===== config.mk =====
export PLATFORM = sky130hd
export DESIGN_NAME = ysyx_041461_scoreboard_flat
export DESIGN_NICKNAME = d
export VERILOG_FILES = /design/src/rtl/ysyx_041461_scoreboard_pkg.sv /design/src/rtl/ysyx_041461_scoreboard_if.sv /design/src/rtl/ysyx_041461_sb_match.sv /design/src/rtl/ysyx_041461_scoreboard.sv /design/src/flat_wrapper.sv
export SDC_FILE = /design/constraint.sdc
export NUM_CORES = 1
export LEC_CHECK = 0
export CAP_MARGIN = 15
export CORE_ASPECT_RATIO = 0.6
export CORE_MARGIN = 5
export CORE_UTILIZATION = 51
export DETAILED_ROUTE_END_ITERATION = 10
export PLACE_DENSITY = 0.88
export SETUP_SLACK_MARGIN = 0.1
export SLEW_MARGIN = 30
export SYNTH_ARGS = -nofsm -noshare
export SYNTH_HDL_FRONTEND = slang
export SYNTH_SLANG_ARGS = --single-unit

===== constraint.sdc =====
create_clock -name clk -period 3.79 [get_ports clk]
set_input_delay 0.9475 -clock clk [delete_from_list [all_inputs] [get_ports clk]]
set_output_delay 0.9475 -clock clk [all_outputs]
set_load 0.005 [all_outputs]

===== src/rtl/ysyx_041461_scoreboard_pkg.sv =====
// Shared definitions for the ysyx_041461 pending-write scoreboard: default sizing,
// the entry layout {rd_we, rd, csr_we, csr} and its bit-slice positions.
package ysyx_041461_scoreboard_pkg;

  localparam int unsigned SbDepth = 4;
  localparam int unsigned SbRegW  = 5;
  localparam int unsigned SbCsrW  = 12;

  typedef struct packed {
    logic              rd_we;
    logic [SbRegW-1:0] rd;
    logic              csr_we;
    logic [SbCsrW-1:0] csr;
  } sb_entry_t;

  localparam int unsigned SbEntryW   = $bits(sb_entry_t);
  localparam int unsigned SbCsrLsb   = 0;
  localparam int unsigned SbCsrWeBit = SbCsrW;
  localparam int unsigned SbRdLsb    = SbCsrW + 1;
  localparam int unsigned SbRdWeBit  = SbCsrW + SbRegW + 1;

endpackage


===== src/rtl/ysyx_041461_scoreboard_if.sv =====
// Issue / retire / query bundle between the ID stage (master) and the scoreboard (slave).
interface ysyx_041461_scoreboard_if
  import ysyx_041461_scoreboard_pkg::*;
#(
  parameter int unsigned DEPTH = SbDepth,
  parameter int unsigned REG_W = SbRegW,
  parameter int unsigned CSR_W = SbCsrW
);

  logic                     SB_issue_valid;
  logic                     SB_issue_rd_we;
  logic [REG_W-1:0]         SB_issue_rd;
  logic                     SB_issue_csr_we;
  logic [CSR_W-1:0]         SB_issue_csr;
  logic                     SB_issue_ready;
  logic                     SB_retire_valid;
  logic                     SB_flush;
  logic                     SB_rs1_read;
  logic [REG_W-1:0]         SB_rs1;
  logic                     SB_rs2_read;
  logic [REG_W-1:0]         SB_rs2;
  logic                     SB_csr_read;
  logic [CSR_W-1:0]         SB_csr;
  logic                     SB_conflict;
  logic [$clog2(DEPTH):0]   SB_count;
  logic                     SB_empty;

  modport master (
    output SB_issue_valid, SB_issue_rd_we, SB_issue_rd, SB_issue_csr_we, SB_issue_csr,
    output SB_retire_valid, SB_flush,
    output SB_rs1_read, SB_rs1, SB_rs2_read, SB_rs2, SB_csr_read, SB_csr,
    input  SB_issue_ready, SB_conflict, SB_count, SB_empty
  );

  modport slave (
    input  SB_issue_valid, SB_issue_rd_we, SB_issue_rd, SB_issue_csr_we, SB_issue_csr,
    input  SB_retire_valid, SB_flush,
    input  SB_rs1_read, SB_rs1, SB_rs2_read, SB_rs2, SB_csr_read, SB_csr,
    output SB_issue_ready, SB_conflict, SB_count, SB_empty
  );

endinterface


===== src/rtl/ysyx_041461_sb_match.sv =====
// Per-entry comparator: flags a pending write by this entry to any queried source.
// x0 is never pending; CSR queries have no zero exemption.
module ysyx_041461_sb_match #(
  parameter int unsigned REG_W = 5,
  parameter int unsigned CSR_W = 12
) (
  input  logic             valid,
  input  logic             rd_we,
  input  logic [REG_W-1:0] rd,
  input  logic             csr_we,
  input  logic [CSR_W-1:0] csr,
  input  logic             rs1_read,
  input  logic [REG_W-1:0] rs1,
  input  logic             rs2_read,
  input  logic [REG_W-1:0] rs2,
  input  logic             csr_read,
  input  logic [CSR_W-1:0] csr_src,
  output logic             match
);

  logic hit_rs1;
  logic hit_rs2;
  logic hit_csr;

  // Source-by-source compare against this entry's destinations.
  always_comb begin
    hit_rs1 = rs1_read && (rs1 != '0) && rd_we && (rd == rs1);
    hit_rs2 = rs2_read && (rs2 != '0) && rd_we && (rd == rs2);
    hit_csr = csr_read && csr_we && (csr == csr_src);
    match   = valid && (hit_rs1 || hit_rs2 || hit_csr);
  end

endmodule


===== src/rtl/ysyx_041461_scoreboard.sv =====
// In-order pending-write scoreboard. Entries are pushed at issue, popped at writeback
// and dropped wholesale on a trap flush; the ID stage gets one combinational stall bit.
// Optional macro YSYX_041461_SB_RETIRE_BYPASS_EN: hide the retiring head entry from
// queries (regfile/CSR file must be write-through).
module ysyx_041461_scoreboard
  import ysyx_041461_scoreboard_pkg::*;
#(
  parameter int unsigned DEPTH = SbDepth,
  parameter int unsigned REG_W = SbRegW,
  parameter int unsigned CSR_W = SbCsrW
) (
  input logic                     clk,
  input logic                     rst,
  ysyx_041461_scoreboard_if.slave sb
);

  localparam int unsigned PtrW = $clog2(DEPTH);
  localparam int unsigned CntW = PtrW + 1;

  logic [PtrW-1:0]  head_q, head_d;
  logic [PtrW-1:0]  tail_q, tail_d;
  logic [CntW-1:0]  count_q, count_d;

  logic             rd_we_q  [DEPTH];
  logic [REG_W-1:0] rd_q     [DEPTH];
  logic             csr_we_q [DEPTH];
  logic [CSR_W-1:0] csr_q    [DEPTH];

  logic             issue_ready;
  logic             issue_fire;
  logic             retire_fire;
  logic [DEPTH-1:0] ent_valid;
  logic [DEPTH-1:0] ent_match;

  // Handshake qualification; ready looks at registered count only (no retire bypass).
  always_comb begin
    issue_ready = (count_q != CntW'(DEPTH));
    issue_fire  = sb.SB_issue_valid && issue_ready && !sb.SB_flush;
    retire_fire = sb.SB_retire_valid && (count_q != '0) && !sb.SB_flush;
  end

  // Pointer and occupancy next state.
  always_comb begin
    head_d  = head_q;
    tail_d  = tail_q;
    count_d = count_q;
    if (retire_fire) head_d = head_q + 1'b1;
    if (issue_fire)  tail_d = tail_q + 1'b1;
    unique case ({issue_fire, retire_fire})
      2'b10:   count_d = count_q + 1'b1;
      2'b01:   count_d = count_q - 1'b1;
      default: count_d = count_q;
    endcase
  end

  // State registers; flush behaves exactly like reset.
  always_ff @(posedge clk) begin
    if (rst || sb.SB_flush) begin
      head_q  <= '0;
      tail_q  <= '0;
      count_q <= '0;
      for (int i = 0; i < DEPTH; i++) begin
        rd_we_q[i]  <= 1'b0;
        rd_q[i]     <= '0;
        csr_we_q[i] <= 1'b0;
        csr_q[i]    <= '0;
      end
    end else begin
      head_q  <= head_d;
      tail_q  <= tail_d;
      count_q <= count_d;
      // Head and tail only coincide when empty or full, where one side is blocked.
      if (retire_fire) begin
        rd_we_q[head_q]  <= 1'b0;
        rd_q[head_q]     <= '0;
        csr_we_q[head_q] <= 1'b0;
        csr_q[head_q]    <= '0;
      end
      if (issue_fire) begin
        rd_we_q[tail_q]  <= sb.SB_issue_rd_we && (sb.SB_issue_rd != '0);
        rd_q[tail_q]     <= sb.SB_issue_rd;
        csr_we_q[tail_q] <= sb.SB_issue_csr_we;
        csr_q[tail_q]    <= sb.SB_issue_csr;
      end
    end
  end

  for (genvar g = 0; g < DEPTH; g++) begin : g_ent
    logic [PtrW-1:0] offset;

    // Slot is live when its distance from head is below the occupancy.
    always_comb begin
      offset = PtrW'(g) - head_q;
`ifdef YSYX_041461_SB_RETIRE_BYPASS_EN
      ent_valid[g] = ({1'b0, offset} < count_q) && !(retire_fire && (head_q == PtrW'(g)));
`else
      ent_valid[g] = ({1'b0, offset} < count_q);
`endif
    end

    ysyx_041461_sb_match #(
      .REG_W (REG_W),
      .CSR_W (CSR_W)
    ) u_match (
      .valid    (ent_valid[g]),
      .rd_we    (rd_we_q[g]),
      .rd       (rd_q[g]),
      .csr_we   (csr_we_q[g]),
      .csr      (csr_q[g]),
      .rs1_read (sb.SB_rs1_read),
      .rs1      (sb.SB_rs1),
      .rs2_read (sb.SB_rs2_read),
      .rs2      (sb.SB_rs2),
      .csr_read (sb.SB_csr_read),
      .csr_src  (sb.SB_csr),
      .match    (ent_match[g])
    );
  end

  // Outputs.
  always_comb begin
    sb.SB_issue_ready = issue_ready;
    sb.SB_conflict    = |ent_match;
    sb.SB_count       = count_q;
    sb.SB_empty       = (count_q == '0);
  end

endmodule


===== src/flat_wrapper.sv =====
// flat-port wrapper written by rule: the top's interface ports become plain ports
module ysyx_041461_scoreboard_flat import ysyx_041461_scoreboard_pkg::*;
#(
  parameter int unsigned DEPTH = SbDepth,
  parameter int unsigned REG_W = SbRegW,
  parameter int unsigned CSR_W = SbCsrW
)
  (clk, rst, sb_SB_issue_valid, sb_SB_issue_rd_we, sb_SB_issue_rd, sb_SB_issue_csr_we, sb_SB_issue_csr, sb_SB_retire_valid, sb_SB_flush, sb_SB_rs1_read, sb_SB_rs1, sb_SB_rs2_read, sb_SB_rs2, sb_SB_csr_read, sb_SB_csr, sb_SB_issue_ready, sb_SB_conflict, sb_SB_count, sb_SB_empty);
  ysyx_041461_scoreboard_if #(.DEPTH(DEPTH), .REG_W(REG_W), .CSR_W(CSR_W)) sb_i ();
  input logic clk;
  input logic rst;
  input wire logic [$bits(sb_i.SB_issue_valid)-1:0] sb_SB_issue_valid;
  input wire logic [$bits(sb_i.SB_issue_rd_we)-1:0] sb_SB_issue_rd_we;
  input wire logic [$bits(sb_i.SB_issue_rd)-1:0] sb_SB_issue_rd;
  input wire logic [$bits(sb_i.SB_issue_csr_we)-1:0] sb_SB_issue_csr_we;
  input wire logic [$bits(sb_i.SB_issue_csr)-1:0] sb_SB_issue_csr;
  input wire logic [$bits(sb_i.SB_retire_valid)-1:0] sb_SB_retire_valid;
  input wire logic [$bits(sb_i.SB_flush)-1:0] sb_SB_flush;
  input wire logic [$bits(sb_i.SB_rs1_read)-1:0] sb_SB_rs1_read;
  input wire logic [$bits(sb_i.SB_rs1)-1:0] sb_SB_rs1;
  input wire logic [$bits(sb_i.SB_rs2_read)-1:0] sb_SB_rs2_read;
  input wire logic [$bits(sb_i.SB_rs2)-1:0] sb_SB_rs2;
  input wire logic [$bits(sb_i.SB_csr_read)-1:0] sb_SB_csr_read;
  input wire logic [$bits(sb_i.SB_csr)-1:0] sb_SB_csr;
  output wire logic [$bits(sb_i.SB_issue_ready)-1:0] sb_SB_issue_ready;
  output wire logic [$bits(sb_i.SB_conflict)-1:0] sb_SB_conflict;
  output wire logic [$bits(sb_i.SB_count)-1:0] sb_SB_count;
  output wire logic [$bits(sb_i.SB_empty)-1:0] sb_SB_empty;
  assign sb_i.SB_issue_valid = sb_SB_issue_valid;
  assign sb_i.SB_issue_rd_we = sb_SB_issue_rd_we;
  assign sb_i.SB_issue_rd = sb_SB_issue_rd;
  assign sb_i.SB_issue_csr_we = sb_SB_issue_csr_we;
  assign sb_i.SB_issue_csr = sb_SB_issue_csr;
  assign sb_i.SB_retire_valid = sb_SB_retire_valid;
  assign sb_i.SB_flush = sb_SB_flush;
  assign sb_i.SB_rs1_read = sb_SB_rs1_read;
  assign sb_i.SB_rs1 = sb_SB_rs1;
  assign sb_i.SB_rs2_read = sb_SB_rs2_read;
  assign sb_i.SB_rs2 = sb_SB_rs2;
  assign sb_i.SB_csr_read = sb_SB_csr_read;
  assign sb_i.SB_csr = sb_SB_csr;
  assign sb_SB_issue_ready = sb_i.SB_issue_ready;
  assign sb_SB_conflict = sb_i.SB_conflict;
  assign sb_SB_count = sb_i.SB_count;
  assign sb_SB_empty = sb_i.SB_empty;
  ysyx_041461_scoreboard #(.DEPTH(DEPTH), .REG_W(REG_W), .CSR_W(CSR_W)) u_core (.clk(clk), .rst(rst), .sb(sb_i));
endmodule

==> impl_results.md <==
- Netlist cell types: 37
- Worst setup SP type: input pin
- P per Cell Area: 387 mW/mm²
- Synth Instances: 386
- Min cycle time layout: 3820 ps
- Worst vdd ir: 247 µV
- Clock tree from TritonCTS: yes
- CTS Buf Count: 9
- Worst EP arrival: 2870 ps
- Worst Hold Depth: 2
- Comb pwr share: 12.9%
- Fin crit share: 101%
- Placed Cells: 563
- Run status: finished with violations
- Worst min path class: reg -> reg
- GP Congestion: 0.940
- Port bufs: 54
- I/O pin total: 55
- Final ANT Viol Nets: 0
- Clock skew: 5.14 ps
- R2R depth: 10
- Initial antenna violation count: 0
- Routed vias: 3357
- Synth Register Bits: 83
- Worst setup path startpoint: sb_SB_rs2[4]
- Power Total: 2.28 mW
- Worst-skew pair later-pin latency: 340 ps
- Share of cells above drive strength 1: 18.1%
- Post-route insts no fill: 581
- Internal power: 1.76 mW
- GRT Total Usage: 21.9%
- Reg clk slew, reported paths: 60 ps
- Final wirelength: 11.7 mm
- Area delta synth->final: 30.0%
- Failing checks: negative setup slack
- Core area: 0.00859 mm²
- Reg power frac: 47.1%
- Syn. warnings: 0
- Drt first-iter violations: 357
- Final WS setup: -32.5 ps
- Nets: 523
- Vias per cell: 5.78
- Pleak: 2.52 nW
- Die X: 132 µm
- Maximum fanout along the worst path: 4
- Initial Utilization: 52.7%
- Dpl hpwl: 8.39 mm
- Sequential area share after synthesis: 53.5%
- Drt wl/cell: 20.2 µm
- Switching share of power: 22.9%
- First-pass GRT wire length: 18.7 mm
- Register Area: 0.00242 mm²
- Max Slew Vio Count: 0
- WP data required: 2840 ps
- Slew HR: 48.7%
- Critical path class: in -> out
- Syn Nets: 445
- Multi-input gate area: 0.00214 mm²
- Chip Height: 83.0 µm
- Die area: 0.0109 mm²
- R2R Path Start: u_core.sb.SB_count[1]
- Synthesized area per cell: 11.7 µm²
- Vias in the first global route: 3399
- Hold Fails Final Rpt: 0
- Critical Path Sink Type: output pin
- Clk sink count: 83
- Clk buf depth: 2
- DRT Pass-1 Iters: 5
- Synth area leaders: edfxtp_1 (50%), and3_1 (10%), xor2_1 (9.7%)
- Yosys top cell area share: 50.4%
- Cell accounting for the most synthesized area: edfxtp_1
- Ant diodes: 0
- Fillers: 598
- H-tree Lvls: 3
- Max_cap viols: 0
- Clk pwr share: 40.0%
- Psw: 522 µW
- Hold-fix buffers, CTS: 0
- Worst hold start: u_core.tail_q[1]
- Row count: 26
- RSZ-0062 raised after global routing: true
- Syn Std Cell Area: 0.00452 mm²
- Fmax: 0.262 GHz
- DRC Markers: 0
- GRT overflow: 0
- Root cell of the clock tree: clkbuf_16
- Worst slew pin tran: 768 ps
- Largest net degree at the start of global routing: 40
- Final setup violation count: 1
==> power groups by stage <==
| stage | combinational (mW) | sequential, mW | clock (mW) |
|---|---|---|---|
| floorplan | 0.135 | 1.08 | 0 |
| global placement | 0.267 | 1.09 | 0 |
| detailed placement | 0.275 | 1.09 | 0 |
| CTS | 0.282 | 1.07 | 0.918 |
| global route | 0.314 | 1.08 | 0.955 |
| finish | 0.293 | 1.07 | 0.911 |
==> cell type report <==
| type | count | share of cell area (%) |
|---|---|---|
| inverters | 7 | 0.447 |
| clock buffers | 10 | 3.89 |
| flip-flops and latches | 83 | 41.2 |
| clock inverters | 6 | 1.36 |
| repair buffers | 92 | 14.3 |
| well taps | 112 | 2.38 |
| multi-input cells | 271 | 36.5 |
==> metal layers <==
layer | vias to the layer above | wire, µm | GRT usage (%)
li1 | 1545 | - | -
met1 | 1617 | 5270 | 32.1
met2 | 185 | 5180 | 32.0
met3 | 10 | 1180 | 7.43
met4 | 0 | 116 | 3.83
met5 | - | 0 | 0
==> cells by family after synthesis <==
logic type | after synthesis | share of synthesized area, %
simple gates | 142 | 18.4
compound gates | 25 | 3.90
xor+xnor | 94 | 18.2
fa+ha+maj | 10 | 2.93
flops | 83 | 53.5
buf+inv | 32 | 3.07
==> final timing paths <==
kind | to | slack [ps]
worst min register to register | u_core.tail_q[1] | 500
worst min-delay path | u_core.tail_q[1] | 500
worst max-delay path | sb_SB_conflict | -30
worst max register to register | u_core.sb.SB_count[2] | 1420
==> flip-flops by register name, indices dropped and copies added (netlist names) <==
| signal | flops |
|---|---|
| u_core.rd_we_q | 4 |
| u_core.head_q | 2 |
| u_core.csr_q | 48 |
| u_core.csr_we_q | 4 |
| u_core.rd_q | 20 |
| u_core.tail_q | 2 |
| u_core.sb.SB_count | 3 |
==> synthesized netlist by cell type, drive strengths merged <==
master  number
edfxtp      76
and3        72
xor2        50
xnor2       44
clkbuf      20
nor2        15
nor4        14
nand3       12
ha           9
a21oi        8
o21ai        8
dfxtp        7
inv          7
nand2        7
nand4        7
buf          5
or4          5
o211ai       3
nand2b       2
nor3         2
o311ai       2
or2          2
or3          2
a31oi        1
fa           1
nand3b       1
nor2b        1
o21bai       1
o221ai       1
o22ai        1
==> worst max-delay path: stages <==
cell	delay (ps)
buf_2	110
or4_4	530
o21ai_4	250
nor4_1	80
a31oi_1	150
o21ai_1	100
or4_4	570
buf_6	140
==> cells in the final DEF (no fill, tap or decap), types with 3 or more instances in the layout <==
cell	count
a21oi_1	7
and3_1	72
buf_2	4
buf_4	36
buf_6	5
clkbuf_16	9
clkdlybuf4s50_1	34
dfxtp_1	7
dlymetal6s2s_1	9
edfxtp_1	76
ha_1	9
inv_1	6
nand2_1	7
nand3_1	12
nand4_1	7
nor2_1	14
nor4_1	8
nor4_2	4
o21ai_1	4
or4_4	4
xnor2_1	42
xor2_1	45
xor2_2	3
==> repair_timing <==
action	CTS	global route
buffers inserted	2	0
setup endpoints to repair	1	1
gates resized for setup	46	25
pin swaps	13	12
==> per-stage QoR <==
stage	utilization [%]	setup slack [ps]	hold WS [ps]	cell area, µm²	setup TNS, ps
floorplan	-	-31.0	469	4520	-1180
global placement	62.7	-598	482	5390	-598
detailed placement	62.8	-636	494	5400	-636
CTS	66.9	-4.35	502	5750	-4.35
global route	68.5	-67.8	563	5880	-67.8
finish	68.5	-32.5	504	5880	-32.5
No activity file was read; power rests on OpenSTA's default activity.
